## config.mk

```make
export PLATFORM = sky130hd
export DESIGN_NAME = key_debounce
export DESIGN_NICKNAME = d
export VERILOG_FILES = /design/src/rtl/key_pkg.sv /design/src/rtl/key_debounce_ch.sv /design/src/rtl/key_debounce.sv
export SDC_FILE = /design/constraint.sdc
export NUM_CORES = 1
export LEC_CHECK = 0
export ABC_AREA = 1
export CORE_AREA = 2 2 144 146
export CTS_CLUSTER_DIAMETER = 100
export DETAILED_ROUTE_END_ITERATION = 16
export DIE_AREA = 0 0 146 148
export MAX_ROUTING_LAYER = met4
export PLACE_DENSITY = 0.49
export SLEW_MARGIN = 10
export SYNTH_ARGS = -nofsm -noshare
export SYNTH_HDL_FRONTEND = slang
export SYNTH_HIERARCHICAL = 1
export SYNTH_SLANG_ARGS = --single-unit
export TNS_END_PERCENT = 30
```

## constraint.sdc

```tcl
create_clock -name clk -period 1.9 [get_ports clk]
set_input_delay 0.38 -clock clk [delete_from_list [all_inputs] [get_ports clk]]
set_output_delay 0.38 -clock clk [all_outputs]
set_load 0.005 [all_outputs]
```

## src/rtl/key_pkg.sv

```systemverilog
// Shared key types and constants: debouncer FSM states, default filter
// length, and active-low key polarity used by debounce and decode stages.
package key_pkg;

    typedef enum logic [1:0] {
        UP,
        PRESS_WAIT,
        DOWN,
        REL_WAIT
    } kdb_state_t;

    // 20 ms of stable samples at 50 MHz
    localparam int DEF_CNT_MAX = 1_000_000;

    localparam logic KEY_PRESSED  = 1'b0;
    localparam logic KEY_RELEASED = 1'b1;

endpackage

```

## src/rtl/key_debounce_ch.sv

```systemverilog
// One debounce channel: 2-flop synchroniser, UP/PRESS_WAIT/DOWN/REL_WAIT
// filter FSM with stable-sample counter, registered level and strobes.
// Ports: clk, rst (sync, active-high), key_in (raw, active-low),
//        key_out (debounced, active-low), key_press, key_release (1-cycle).
// Optional auto-repeat on key_press when KEY_DEBOUNCE_REPEAT_EN is defined.
module key_debounce_ch
    import key_pkg::*;
#(
    parameter int CNT_MAX       = DEF_CNT_MAX,
    parameter int REPEAT_DELAY  = 25_000_000,
    parameter int REPEAT_PERIOD = 5_000_000
) (
    input  logic clk,
    input  logic rst,
    input  logic key_in,
    output logic key_out,
    output logic key_press,
    output logic key_release
);

    localparam int CW = (CNT_MAX > 2) ? $clog2(CNT_MAX) : 1;
    localparam logic [CW-1:0] CNT_LAST = CW'(CNT_MAX - 1);

    if (CNT_MAX < 2 || REPEAT_DELAY < 1 || REPEAT_PERIOD < 1) begin : g_bad_param
        $error("key_debounce_ch: illegal parameter value");
    end

    logic sync1;
    logic sync2;

    kdb_state_t    state_q, state_d;
    logic [CW-1:0] cnt_q, cnt_d;
    logic          out_q, out_d;
    logic          press_q, press_d;
    logic          rel_q, rel_d;
    logic          rep_hit;

    always_ff @(posedge clk) begin
        if (rst) begin
            sync1 <= KEY_RELEASED;
            sync2 <= KEY_RELEASED;
        end else begin
            sync1 <= key_in;
            sync2 <= sync1;
        end
    end

    always_comb begin
        state_d = state_q;
        cnt_d   = cnt_q;
        out_d   = out_q;
        press_d = 1'b0;
        rel_d   = 1'b0;
        unique case (state_q)
            UP: begin
                if (sync2 == KEY_PRESSED) begin
                    state_d = PRESS_WAIT;
                    cnt_d   = '0;
                end
            end
            PRESS_WAIT: begin
                if (sync2 == KEY_RELEASED) begin
                    state_d = UP;
                end else if (cnt_q == CNT_LAST) begin
                    state_d = DOWN;
                    out_d   = KEY_PRESSED;
                    press_d = 1'b1;
                end else begin
                    cnt_d = cnt_q + 1'b1;
                end
            end
            DOWN: begin
                if (sync2 == KEY_RELEASED) begin
                    state_d = REL_WAIT;
                    cnt_d   = '0;
                end
            end
            REL_WAIT: begin
                if (sync2 == KEY_PRESSED) begin
                    state_d = DOWN;
                end else if (cnt_q == CNT_LAST) begin
                    state_d = UP;
                    out_d   = KEY_RELEASED;
                    rel_d   = 1'b1;
                end else begin
                    cnt_d = cnt_q + 1'b1;
                end
            end
            default: begin
                state_d = UP;
                cnt_d   = '0;
            end
        endcase
    end

`ifdef KEY_DEBOUNCE_REPEAT_EN
    localparam int RMAX = (REPEAT_DELAY > REPEAT_PERIOD) ? REPEAT_DELAY : REPEAT_PERIOD;
    localparam int RW   = (RMAX > 2) ? $clog2(RMAX) : 1;
    localparam logic [RW-1:0] DLY_LAST = RW'(REPEAT_DELAY - 1);
    localparam logic [RW-1:0] PER_LAST = RW'(REPEAT_PERIOD - 1);

    logic [RW-1:0] rep_q, rep_d;
    logic          rep_ph_q, rep_ph_d;

    // rep_ph_q: first repeat already issued, now counting REPEAT_PERIOD
    always_comb begin
        rep_d    = '0;
        rep_ph_d = 1'b0;
        rep_hit  = 1'b0;
        if (state_q == DOWN && state_d == DOWN) begin
            rep_d    = rep_q + 1'b1;
            rep_ph_d = rep_ph_q;
            if (rep_q == (rep_ph_q ? PER_LAST : DLY_LAST)) begin
                rep_hit  = 1'b1;
                rep_d    = '0;
                rep_ph_d = 1'b1;
            end
        end
    end

    always_ff @(posedge clk) begin
        if (rst) begin
            rep_q    <= '0;
            rep_ph_q <= 1'b0;
        end else begin
            rep_q    <= rep_d;
            rep_ph_q <= rep_ph_d;
        end
    end
`else
    assign rep_hit = 1'b0;
`endif

    always_ff @(posedge clk) begin
        if (rst) begin
            state_q <= UP;
            cnt_q   <= '0;
            out_q   <= KEY_RELEASED;
            press_q <= 1'b0;
            rel_q   <= 1'b0;
        end else begin
            state_q <= state_d;
            cnt_q   <= cnt_d;
            out_q   <= out_d;
            press_q <= press_d | rep_hit;
            rel_q   <= rel_d;
        end
    end

    assign key_out     = out_q;
    assign key_press   = press_q;
    assign key_release = rel_q;

endmodule

```

## src/rtl/key_debounce.sv

```systemverilog
// N_KEYS-channel push-button debouncer feeding the key-decode stage.
// Ports: clk, rst (sync, active-high), key_in[N_KEYS] raw active-low,
//        key_out[N_KEYS] debounced active-low, key_press/key_release strobes.
// Auto-repeat enabled by defining KEY_DEBOUNCE_REPEAT_EN.
module key_debounce
    import key_pkg::*;
#(
    parameter int N_KEYS        = 4,
    parameter int CNT_MAX       = DEF_CNT_MAX,
    parameter int REPEAT_DELAY  = 25_000_000,
    parameter int REPEAT_PERIOD = 5_000_000
) (
    input  logic              clk,
    input  logic              rst,
    input  logic [N_KEYS-1:0] key_in,
    output logic [N_KEYS-1:0] key_out,
    output logic [N_KEYS-1:0] key_press,
    output logic [N_KEYS-1:0] key_release
);

    for (genvar i = 0; i < N_KEYS; i++) begin : g_ch
        key_debounce_ch #(
            .CNT_MAX       (CNT_MAX),
            .REPEAT_DELAY  (REPEAT_DELAY),
            .REPEAT_PERIOD (REPEAT_PERIOD)
        ) u_ch (
            .clk         (clk),
            .rst         (rst),
            .key_in      (key_in[i]),
            .key_out     (key_out[i]),
            .key_press   (key_press[i]),
            .key_release (key_release[i])
        );
    end

endmodule

```

---- After elaboration in Yosys (flattened, before gate mapping) ----
Cells that the tools add are included.
storage, ports and cells
  output and inout port bits .............. 12
  bits in registers ....................... 108
  memory bits (writable) .................. 0
  memories kept ........................... 0
  latch bits .............................. 0
  ROM bits ................................ 0
  bits of input ports ..................... 6
  word-level logic and storage cells ...... 196
operators by class
  muxes and demuxes ....................... 76
  $lt $le $gt $ge ......................... 0
  add/subtract/negate cells ............... 4
  bitwise operators ....................... 12
  div/mod/pow operators ................... 0
  shift operators ......................... 0
  equal/unequal tests ..................... 48
  multiply operators ...................... 0
  reductions and logical operators ........ 28
operators with widths
  cell                                                    number
  two-way mux 20 bit                                      20
  one-hot mux 20 bit (4 select lines)                     4
  adder 20 x 1 -> 20 bit (second input constant)          4
  equality test 20 bit (second input constant)            4
  two-way mux 2 bit                                       24
  inequality test 2 x 1 -> 1 bit (second input constant)  16
  one-hot mux 2 bit (4 select lines)                      4
  AND reduction 4 bit                                     8
  OR reduction 3 bit                                      8
  two-way mux 1 bit                                       20
  AND reduction 5 bit                                     4
  equality test 2 bit (second input constant)             8
  inequality test 2 bit (second input constant)           8
  inequality test 3 x 1 -> 1 bit (second input constant)  4
  inequality test 3 bit (second input constant)           4
  inverter 1 bit                                          12
  equality test 2 x 1 -> 1 bit (second input constant)    4
  logical NOT 2 bit                                       4
  one-hot mux 1 bit (2 select lines)                      4
  nonzero test 2 bit                                      4

---- Depth between registers and ports, before layout ----
  word-level depth ........................ 4
  gate-level depth with buffers ........... 10
  mapped depth without buffers ............ 10

---- Hierarchy ----
The synthesis kept the hierarchy.
modules (own cells, without submodules)
  module           cells an instance  times used  area an instance (µm²)  sequential area each (µm²)
  key_debounce_ch  244                4           1634.1                  540.5

---- Worst setup path before layout ----
Ideal clock, no wire load.
  kind .................................... reg2reg
  start ................................... register g_ch[0].u_ch.cnt_q[1]
  end ..................................... register g_ch[0].u_ch.cnt_q[13]
  stages on the path, launching flop included .. 9
  arrival ................................. 1.325 ns
  buffers on the path ..................... 0
  period minus slack after synthesis ...... 1.441 ns
  data required time ...................... 1.784 ns
  setup slack ............................. 0.459 ns
  library setup time ...................... 0.116 ns
  cell sequence ........................... dfxtp_1 > ha_1 > nand3_2 > nor2_4 > nand3_2 > nand3_1 > nor2_2 > nand2_1 > o21ai_1
on the way
  cells in the longest elaborated chain, start to end .. 4
  elaborated cells between the ends (all ways) .. 6
  those cells by class .................... add/sub (1); eq/ne (1); mux (4)
RTL lines
  element                                                                RTL line                                      RTL
  start, declared                                                        key_debounce_ch.sv:32                         logic [CW-1:0] cnt_q, cnt_d;
  start signal, assigned                                                 key_debounce_ch.sv:143                        cnt_q <= cnt_d;
  adder 20 x 1 -> 20 bit / equality test 20 bit (equally long branches)  -
  two-way mux 20 bit (*)                                                 key_debounce_ch.sv:64, key_debounce_ch.sv:81
  two-way mux 20 bit, on equally long branches                           key_debounce_ch.sv:79, key_debounce_ch.sv:62
  one-hot mux 20 bit (4 select lines) (*)                                key_debounce_ch.sv:54                         unique case (state_q)
Every way passes the cells marked *; elsewhere a longest branch is shown, timed or not. The select of a mux whose other input is x is not followed.
A chain may end at the register's enable or synchronous reset.

---- Final worst setup path ----
  start ................................... register g_ch[3].u_ch.cnt_q[1]
  end ..................................... register g_ch[3].u_ch.cnt_q[17]
on the way
  cells in the longest elaborated chain, start to end .. 4
  elaborated cells between the ends (all ways) .. 6
  those cells by class .................... add/sub (1); eq/ne (1); mux (4)
RTL lines
  element                                                                RTL line
  start, declared                                                        key_debounce_ch.sv:32
  start signal, assigned                                                 key_debounce_ch.sv:143
  adder 20 x 1 -> 20 bit / equality test 20 bit (equally long branches)  -
  two-way mux 20 bit (*)                                                 key_debounce_ch.sv:64, key_debounce_ch.sv:81
  two-way mux 20 bit, on equally long branches                           key_debounce_ch.sv:79, key_debounce_ch.sv:62
  one-hot mux 20 bit (4 select lines) (*)                                key_debounce_ch.sv:54
Marks and branches as above.

==> reports/metrics.yaml <==
timing:
  timing.final.ws_setup_ns: 0.230
  drv_slew: 0
  worstMarginPinSlew_ns: 0.378
  fmax_mhz: 599
  finalHoldViolations: 0
  min_period_over_period: 0.879
  setup_viol: 0
  fin_worst_skew_ns: 0.00869
  relSlewSlack: 0.748
  rsz0062_at_grt: "no"
  tns_ns: 0
  fin_hold_ws_ns: 0.401
  min_period_ns: 1.67
logic_synthesis:
  avgSynthCellArea_um2: 6.70
  yosys_warnings: 6
  synth_area_mm2: 0.00654
  yosysUniqueCellTypes: 31
  synth_nets: 986
  syn_inst: 976
  ys_seq_elements: 108
  yosysSeqAreaShare: 0.331
worst_setup_path:
  start_kind: "flip-flop"
  worstSetupPathType: "flip-flop to flip-flop"
  crit_slowest_cell: "dfxtp_1"
  worstSetupEndpointType: "flip-flop"
  critPathMaxFanout: 6
  required_ns: 2.15
  path_delay_family: "simple AND/OR/NAND/NOR gates"
  critical_path.most_common_cell: "nand3_2"
  cp.arrival_ns: 1.92
  cp_num_buf_inv: 0
  slowest_delay_ns: 0.39
  crit_path_cell_trace: "ha_1, nand3_2, nor2_4, nand3_2, nand3_1, nor2_2, nand2_1, o21ai_1"
power:
  leakage_nw: 2.94
  vdd_drop_max_uv: 302
  cellPowerDensity_mw_per_mm2: 582
detailed_routing:
  drt-initial-drc-count: 353
  drt-pass1-iter-count: 5
  post_drt_wl_per_cell_um: 12.5
  drc: 0
  drtAntennaViolNets: 0
  routed_wl_um: 16000
  num_vias: 5899
  via_per_inst: 4.60
clocking:
  cts_tree: "yes"
  clk_path_buf_depth: 2
  cts_setup_buffers: 0
  clk_latency_ns: 0.35
  cts.sinks: 108
  root_buffer: "clkbuf_16"
  htreeDepth: 3
  holdBufCountCts: 0
  path_clk_slew_ns: 0.08
  numCtsBuffers: 9
  cts.repair.resized: 0
floorplanning:
  design.core.area_mm2: 0.0200
  die_h_um: 148
  pin_count: 18
  initial_utilization: 0.326
  fp.dieArea_mm2: 0.0216
  die-width_um: 146
  row_count: 52
global_routing:
  grt_pass1_wl_um: 26900
  grt_pass1_vias: 5423
  grt_max_degree: 29
  gr-total-overflow: 0
  antenna_found_initial: 0
  grt_util_all_layers: 0.156
final_layout:
  final_net_count: 1016
  num_antenna_cells: 0
  utilization: 0.366
  final_cell_mix: "nand2_1 (308), dfxtp_1 (108), nor2_1 (104), inv_1 (92), nand3_1 (80)"
  synthToLayoutAreaGrowth_pct: 12.2
  layout_commonest_cell: "nand2_1"
  final_layout_size_suffix_gt1_frac: 0.155
  final-seq-area_mm2: 0.00216
  final_cell_area_mm2: 0.00733
  fillers: 2214
  multiInputGateArea_mm2: 0.00378
place:
  dpl.hpwl_um: 11800
  placed_area_mm2: 0.00706
  place_congestion: 0.822
  io_buffers: 17
  dp_slack_ns: 0.217
hold_path:
  min_path_type: "flip-flop to flip-flop"
run:
  maxCapViolCount: 0
status:
  status: "complete, no violations"
[kinds of logic (layout without fill, tap and decap cells)]
family          Yosys count  in the layout  share of synthesized area
simple gates            616            616                      0.446
buf+inv                 136            171                     0.0911
flops                   108            108                      0.331
compound gates           84             84                     0.0865
xor+xnor                 28             28                     0.0375
fa+ha+maj                 4              4                    0.00766
[power by group]
part	total (mW)	leakage, nW	internal, mW	switching, mW
Clock	1.80	0.137	0.927	0.877
Sequential	2.28	0.872	2.27	0.00762
Combinational	0.186	1.93	0.0563	0.130
[sequential cells by signal (all words and copies together), names as in the netlist, named ones only]
name and count:
g_ch.u_ch/cnt_q 80, g_ch.u_ch/key_out 4, g_ch.u_ch/key_release 4, g_ch.u_ch/state_q 4
g_ch.u_ch/sync2 4, g_ch.u_ch/sync1 4, g_ch.u_ch/key_press 4
[worst paths after layout]
path	start	end	slack [ns]	depth (start not counted)
max	g_ch[3].u_ch/cnt_q[1]	g_ch[3].u_ch/cnt_q[17]	0.23	8
min	g_ch[3].u_ch/sync1	g_ch[3].u_ch/sync2	0.40	1
max reg2reg	g_ch[3].u_ch/cnt_q[1]	g_ch[3].u_ch/cnt_q[17]	0.23	8
min reg2reg	g_ch[3].u_ch/sync1	g_ch[3].u_ch/sync2	0.40	1
[layout make-up]
cell class / count / area share
multi-input cells: 732 / 0.515
flip-flops and latches: 108 / 0.295
inverters: 112 / 0.0573
repair buffers: 43 / 0.0495
well taps: 270 / 0.0461
clock buffers: 12 / 0.0336
clock inverters: 4 / 0.00324
[synth_stat cells, drive strengths merged]
cell,n,area [µm²]
xor2,20,175
inv,104,390
or2,8,50.1
ha,4,50.1
nand3,88,480
nor3,16,120
a21oi,52,395
o21ai,28,140
xnor2,8,70.1
o21bai,4,30.0
nor2,128,601
nand4,40,310
buf,16,145
clkinv,8,30.0
dfxtp,108,2160
nand2,324,1280
nand3b,4,30.0
clkbuf,8,30.0
nor4,8,50.1
[per-layer routing]
| layer | vias up | wire (µm) | global-route usage |
|---|---|---|---|
| met4 | 0 | 235 | 0.0558 |
| met2 | 69 | 7210 | 0.245 |
| met1 | 2629 | 8210 | 0.207 |
| met3 | 15 | 354 | 0.0210 |
| li1 | 3186 | - | - |
| met5 | - | 0 | - |
[stage by stage]
step                      std cells  total power [mW]
after detailed placement       1265              2.52
after floorplan                 976              2.46
final                          1281              4.27
after global routing           1281              4.45
after global placement         1265              2.52
after CTS                      1281              4.36
Power figures use the tool's default switching activity.
